`config.mk`:
```
export PLATFORM = sky130hd
export DESIGN_NAME = restoring_divider_seq
export DESIGN_NICKNAME = d
export VERILOG_FILES = /design/src/rtl/restoring_divider_seq.sv
export SDC_FILE = /design/constraint.sdc
export NUM_CORES = 1
export LEC_CHECK = 0
export ABC_AREA = 1
export BUFFER_PORTS_ARGS = -buffer_cell sky130_fd_sc_hd__buf_2
export CAP_MARGIN = 0
export CORE_MARGIN = 4
export CORE_UTILIZATION = 50
export CTS_BUF_LIST = sky130_fd_sc_hd__clkbuf_4 sky130_fd_sc_hd__clkbuf_8
export DETAILED_ROUTE_END_ITERATION = 6
export PLACE_DENSITY = 0.73
export SLEW_MARGIN = 20
export SYNTH_ARGS = -nofsm -noshare
export SYNTH_HDL_FRONTEND = slang
export SYNTH_SLANG_ARGS = --single-unit
```
`constraint.sdc`:
```
create_clock -name clk -period 1.2 [get_ports clk]
set_input_delay 0.18 -clock clk [delete_from_list [all_inputs] [get_ports clk]]
set_output_delay 0.18 -clock clk [all_outputs]
set_load 0.005 [all_outputs]
```
`src/rtl/restoring_divider_seq.sv`:
```
`default_nettype none
// +--------------------------------------------------------------------------+
// | Module      : restoring_divider_seq                                      |
// | Description : Sequential unsigned restoring divider, one quotient bit    |
// |               per clock. Optional divide-by-zero short cut enabled by    |
// |               defining RESTORING_DIV_ZERO_DETECT_EN.                     |
// | Revision    : 1.0 - initial release                                      |
// +--------------------------------------------------------------------------+
module restoring_divider_seq #(
  parameter int DIVIDEND_W = 5,
  parameter int DIVISOR_W  = 2
) (
  input  logic                  clk,
  input  logic                  rst_n,
  input  logic                  start,
  input  logic [DIVIDEND_W-1:0] dividend,
  input  logic [DIVISOR_W-1:0]  divisor,
  output logic                  busy,
  output logic                  done,
  output logic [DIVIDEND_W-1:0] quotient,
  output logic [DIVISOR_W-1:0]  remainder,
  output logic                  div_zero
);

  localparam int CNT_W = $clog2(DIVIDEND_W + 1);
  localparam logic [CNT_W-1:0] c_count_init = CNT_W'(DIVIDEND_W);
  localparam logic [CNT_W-1:0] c_count_last = CNT_W'(1);

  typedef enum logic [1:0] {
    S_IDLE = 2'd0,
    S_RUN  = 2'd1,
    S_DONE = 2'd2
  } state_t;

  state_t                 r_state;
  state_t                 w_state_next;
  logic                   w_accept;
  logic                   w_zero_skip;

  // r_qd starts as the dividend; each iteration shifts its MSB into the
  // partial remainder and a quotient bit in at the LSB.
  logic [DIVIDEND_W-1:0]  r_qd;
  logic [DIVISOR_W-1:0]   r_divisor;
  logic [DIVISOR_W-1:0]   r_rem;
  logic [CNT_W-1:0]       r_count;

  logic [DIVISOR_W:0]     w_shift;
  logic                   w_ge;
  logic [DIVISOR_W-1:0]   w_rem_next;
  logic [DIVIDEND_W-1:0]  w_qd_next;

`ifdef RESTORING_DIV_ZERO_DETECT_EN
  assign w_zero_skip = (divisor == '0);
`else
  assign w_zero_skip = 1'b0;
`endif

  always_ff @(posedge clk) begin
    if (!rst_n) begin
      r_state <= S_IDLE;
    end else begin
      r_state <= w_state_next;
    end
  end

  always_comb begin
    w_state_next = r_state;
    w_accept     = 1'b0;
    busy         = 1'b0;
    done         = 1'b0;
    case (r_state)
      S_IDLE, S_DONE: begin
        done = (r_state == S_DONE);
        if (start) begin
          w_accept     = 1'b1;
          w_state_next = w_zero_skip ? S_DONE : S_RUN;
        end else begin
          w_state_next = S_IDLE;
        end
      end
      S_RUN: begin
        busy = 1'b1;
        if (r_count == c_count_last) begin
          w_state_next = S_DONE;
        end
      end
      default: begin
        w_state_next = S_IDLE;
      end
    endcase
  end

  // Low remainder bits of the difference only depend on the low operand bits,
  // so the subtraction can be done at DIVISOR_W width once w_ge is known.
  assign w_shift    = {r_rem, r_qd[DIVIDEND_W-1]};
  assign w_ge       = (w_shift >= {1'b0, r_divisor});
  assign w_rem_next = w_ge ? (w_shift[DIVISOR_W-1:0] - r_divisor) : w_shift[DIVISOR_W-1:0];
  assign w_qd_next  = {r_qd[DIVIDEND_W-2:0], w_ge};

  always_ff @(posedge clk) begin
    if (!rst_n) begin
      r_qd      <= '0;
      r_divisor <= '0;
      r_rem     <= '0;
      r_count   <= '0;
      quotient  <= '0;
      remainder <= '0;
    end else if (w_accept) begin
      r_qd      <= dividend;
      r_divisor <= divisor;
      r_rem     <= '0;
      r_count   <= c_count_init;
      if (w_zero_skip) begin
        quotient  <= '1;
        remainder <= dividend[DIVISOR_W-1:0];
      end
    end else if (r_state == S_RUN) begin
      r_qd    <= w_qd_next;
      r_rem   <= w_rem_next;
      r_count <= r_count - CNT_W'(1);
      if (r_count == c_count_last) begin
        quotient  <= w_qd_next;
        remainder <= w_rem_next;
      end
    end
  end

`ifdef RESTORING_DIV_ZERO_DETECT_EN
  logic r_div_zero;

  always_ff @(posedge clk) begin
    if (!rst_n) begin
      r_div_zero <= 1'b0;
    end else if (w_accept) begin
      r_div_zero <= w_zero_skip;
    end
  end

  assign div_zero = r_div_zero;
`else
  assign div_zero = 1'b0;
`endif

endmodule
`default_nettype wire

```
==> impl_results.md <==
- Status: complete, no violations
- Commonest non-fill, non-tap cell in the layout: buf_2
- Final hold slack: 112.6 ps
- Max Buffers Root-to-Sink: 2
- Maximum capacitance violations: 0
- Vias: roughly 860
- WP depth: 7
- CP top delay family: simple AND/OR/NAND/NOR gates
- Worst-Skew Late Latency: 290 ps
- RSZ-0062 raised after global routing: true
- Residual DRC: 0
- Worst setup endpoint: r_qd[0]$_SDFFE_PN0P_
- Post-Syn Instances: 128
- Design area: 1259 sq um
- Inserted Diodes: 0
- WP data required: 1400 ps
- Die X: 52.97 microns
- Worst VDD drop: 0.0007031 V
- Worst r2r src: r_state[1]$_SDFFE_PN0P_
- Vias in the first global route: 808
- Power density over the cells: 1267 nW/um^2
- DR WL/cell: 12.37 microns
- Max-slew violation count: 0
- Post-route insts no fill: around 180
- Crit path buf inv count: 3
- Syn nets: 142
- Worst path max stage delay: 340 ps
- Clk slew on worst S/H paths: 120 ps
- Layout cells sized above 1: 40.00%
- Arrival time at the worst endpoint: 1350 ps
- Fin crit share: 96.08%
- Reg2reg path depth: 7
- Synth warn: 0
- Buffers on Ports: 18
- CTS tree: yes
- Die ar.: 2805 sq um
- Largest net degree at the start of global routing: 17
- GPL Wtd Cong: roughly 0.82
- CP Class: register to register
- Mapped cell area: 1011 sq um
- Via/cell ratio: 4.836
- Setup TNS: 0 ps
- Crit path max fanout: 6
- Most frequent cells in the layout: buf_2 (17), nor2_1 (15), nand2_1 (15), dfxtp_1 (14)
- H-tree depth: 1
- Root Buffer: clkbuf_4
- Starting density of the core: 52.06%
- Critical Path Start: r_state[1]$_SDFFE_PN0P_
- Clk sinks: 21
- Synth cell types: 27
- Pwr Total: ~1600 uW
- Cell count after placement: 171
- GRT Resource Usage Total: 17.32%
- Peak Freq: 0.8673 GHz
- Initial DRC count: 7
- Mapped Avg Cell Area: 7.898 sq um
- Fill count: 179
- Flop and latch count out of synthesis: 21
- Final setup vio count: 0
- Crit Reg-Reg Endpoint: r_qd[0]$_SDFFE_PN0P_
- Cells along the critical path: inv_2 > nand2_4 > inv_4 > buf_4 > or2_2 > nand2_2 > a21oi_2
- Post-detailed-placement half-perimeter wirelength: 1506 microns
- Grt ovf: 0
- Area of the multi-input gates: 571.8 sq um
- Clock skew: 2.252 ps
- Seq/Total Area, Yosys: 41.58%
- Total wire length: between 2000 and 2500 microns
- Antenna-violating nets left: 0
- Fin. Hold Viols: 0
- Core footprint: 1942 sq um
- Initial antenna violation count: 0
- CP max-delay cell: dfxtp_2
- Hold-fix buffer count after cts: 0
- Fin nets: 165
- I/O pin total: 20
- Worst hold path class: input port to register
- Flop2flop setup slack: 50 ps
- First-pass GRT wire length: roughly 3600 microns
- Crit path time final: around 1200 ps
- Site Rows: 16
- Crit path capture type: register
- Leak: 0.0006151 uW
- Storage cell area: 429.2 sq um
- First-pass iteration count of the detailed router: 4
- Area Growth Syn to Fin: 24.51%
- CTS Buf Count: 3
- DP Area: 1116 sq um
- Startpoint type of the worst setup path: register
- Die height: 52.97 microns
## power by group
group	switching, uW	total [uW]	internal, uW
logic	261	437	176
clock network	212	364	152
registers	37.7	794	756
## worst min-delay path by stage
stage	start	end	slack, ps	cells past startpoint
2_1_floorplan	rst_n	r_count[0]$_SDFFE_PN0P_	320	2
3_3_place_gp	dividend[3]	r_qd[3]$_SDFFE_PN0P_	430	3
3_5_place_dp	dividend[3]	r_qd[3]$_SDFFE_PN0P_	440	3
4_1_cts	dividend[3]	r_qd[3]$_SDFFE_PN0P_	110	3
5_1_grt	dividend[3]	r_qd[3]$_SDFFE_PN0P_	100	3
6_report	dividend[3]	r_qd[3]$_SDFFE_PN0P_	110	3
## what timing repair did
action                                  in CTS  in global routing
cloned                                       1                  0
endpoints found under the setup margin      10                 13
pin swaps                                    5                  6
buffers inserted                             2                  0
gates resized for setup                     11                 16
## area by class of cell
type	instances	share of cell area, %
clock buffer	4	2.386
sequential	21	34.10
multi-input combinational	86	45.43
tap	27	2.684
timing repair buffer	21	9.443
inverter	18	5.964
## cells by family (layout without fill, tap and decap cells)
group	Yosys count	in the layout	synth area share, %
buffers and inverters	22	43	11.26
flip-flops	21	21	41.58
AND/OR/NAND/NOR	52	53	25.74
other	1	1	0.3709
XOR/XNOR	1	1	0.8665
AO/OA/AOI/OAI	27	27	15.22
adder cells (fa/ha/maj)	4	4	4.951
## worst register-to-register path, delay by kind of cell (launching register included)
kind,cells,cell delay [ps]
and+or+nand+nor,3,430
DFF,1,340
AOI/OAI and AO/OA,1,50
buffers and inverters,3,240
## layer usage
metal / vias to the layer above / GRT usage [%] / wire [microns]
met3: 2 / 2.817 / 128
li1: 453 / - / -
met4: 0 / 5.106 / 10
met1: 383 / 22.20 / 966
met5: - / 0 / 0
met2: 18 / 29.55 / 1083
## Yosys cell counts
| master | n | share of area (%) |
|---|---|---|
| inv_4 | 1 | 0.62 |
| buf_4 | 1 | 0.74 |
| inv_6 | 1 | 0.87 |
| buf_8 | 1 | 1.5 |
| buf_6 | 1 | 1.1 |
| nand2_2 | 2 | 1.2 |
| a21oi_1 | 9 | 4.5 |
| ha_1 | 4 | 5.0 |
| nor2_1 | 15 | 5.6 |
| or2_2 | 1 | 0.62 |
| dfxtp_1 | 21 | 42 |
| nand4_1 | 3 | 1.9 |
| o21ai_1 | 2 | 0.99 |
| a211oi_2 | 2 | 2.5 |
| inv_1 | 14 | 5.2 |
| nor2_8 | 2 | 4.0 |
| xor2_1 | 1 | 0.87 |
| conb_1 | 1 | 0.37 |
| nand3_1 | 6 | 3.0 |
| nor2_2 | 1 | 0.62 |
| clkbuf_2 | 1 | 0.49 |
| nand2_4 | 1 | 1.1 |
| inv_2 | 2 | 0.74 |
| nand2_1 | 21 | 7.8 |
| o21ai_0 | 12 | 5.9 |
| o21bai_1 | 1 | 0.74 |
| a31oi_1 | 1 | 0.62 |
## registers in the layout, summed over array words and instances (netlist names)
signal,count
quotient,5
r_count,3
r_divisor,2
r_qd,5
r_rem,2
r_state,2
remainder,2
## metrics by stage
step | setup WS [ps] | util, %
2_1_floorplan | 5.452 | -
6_report | 47.04 | 64.82
4_1_cts | 2.241 | 62.69
3_3_place_gp | -55.32 | 57.47
5_1_grt | -4.828 | 64.82
3_5_place_dp | -105.4 | 57.47
No activity file was read; power rests on OpenSTA's default activity.
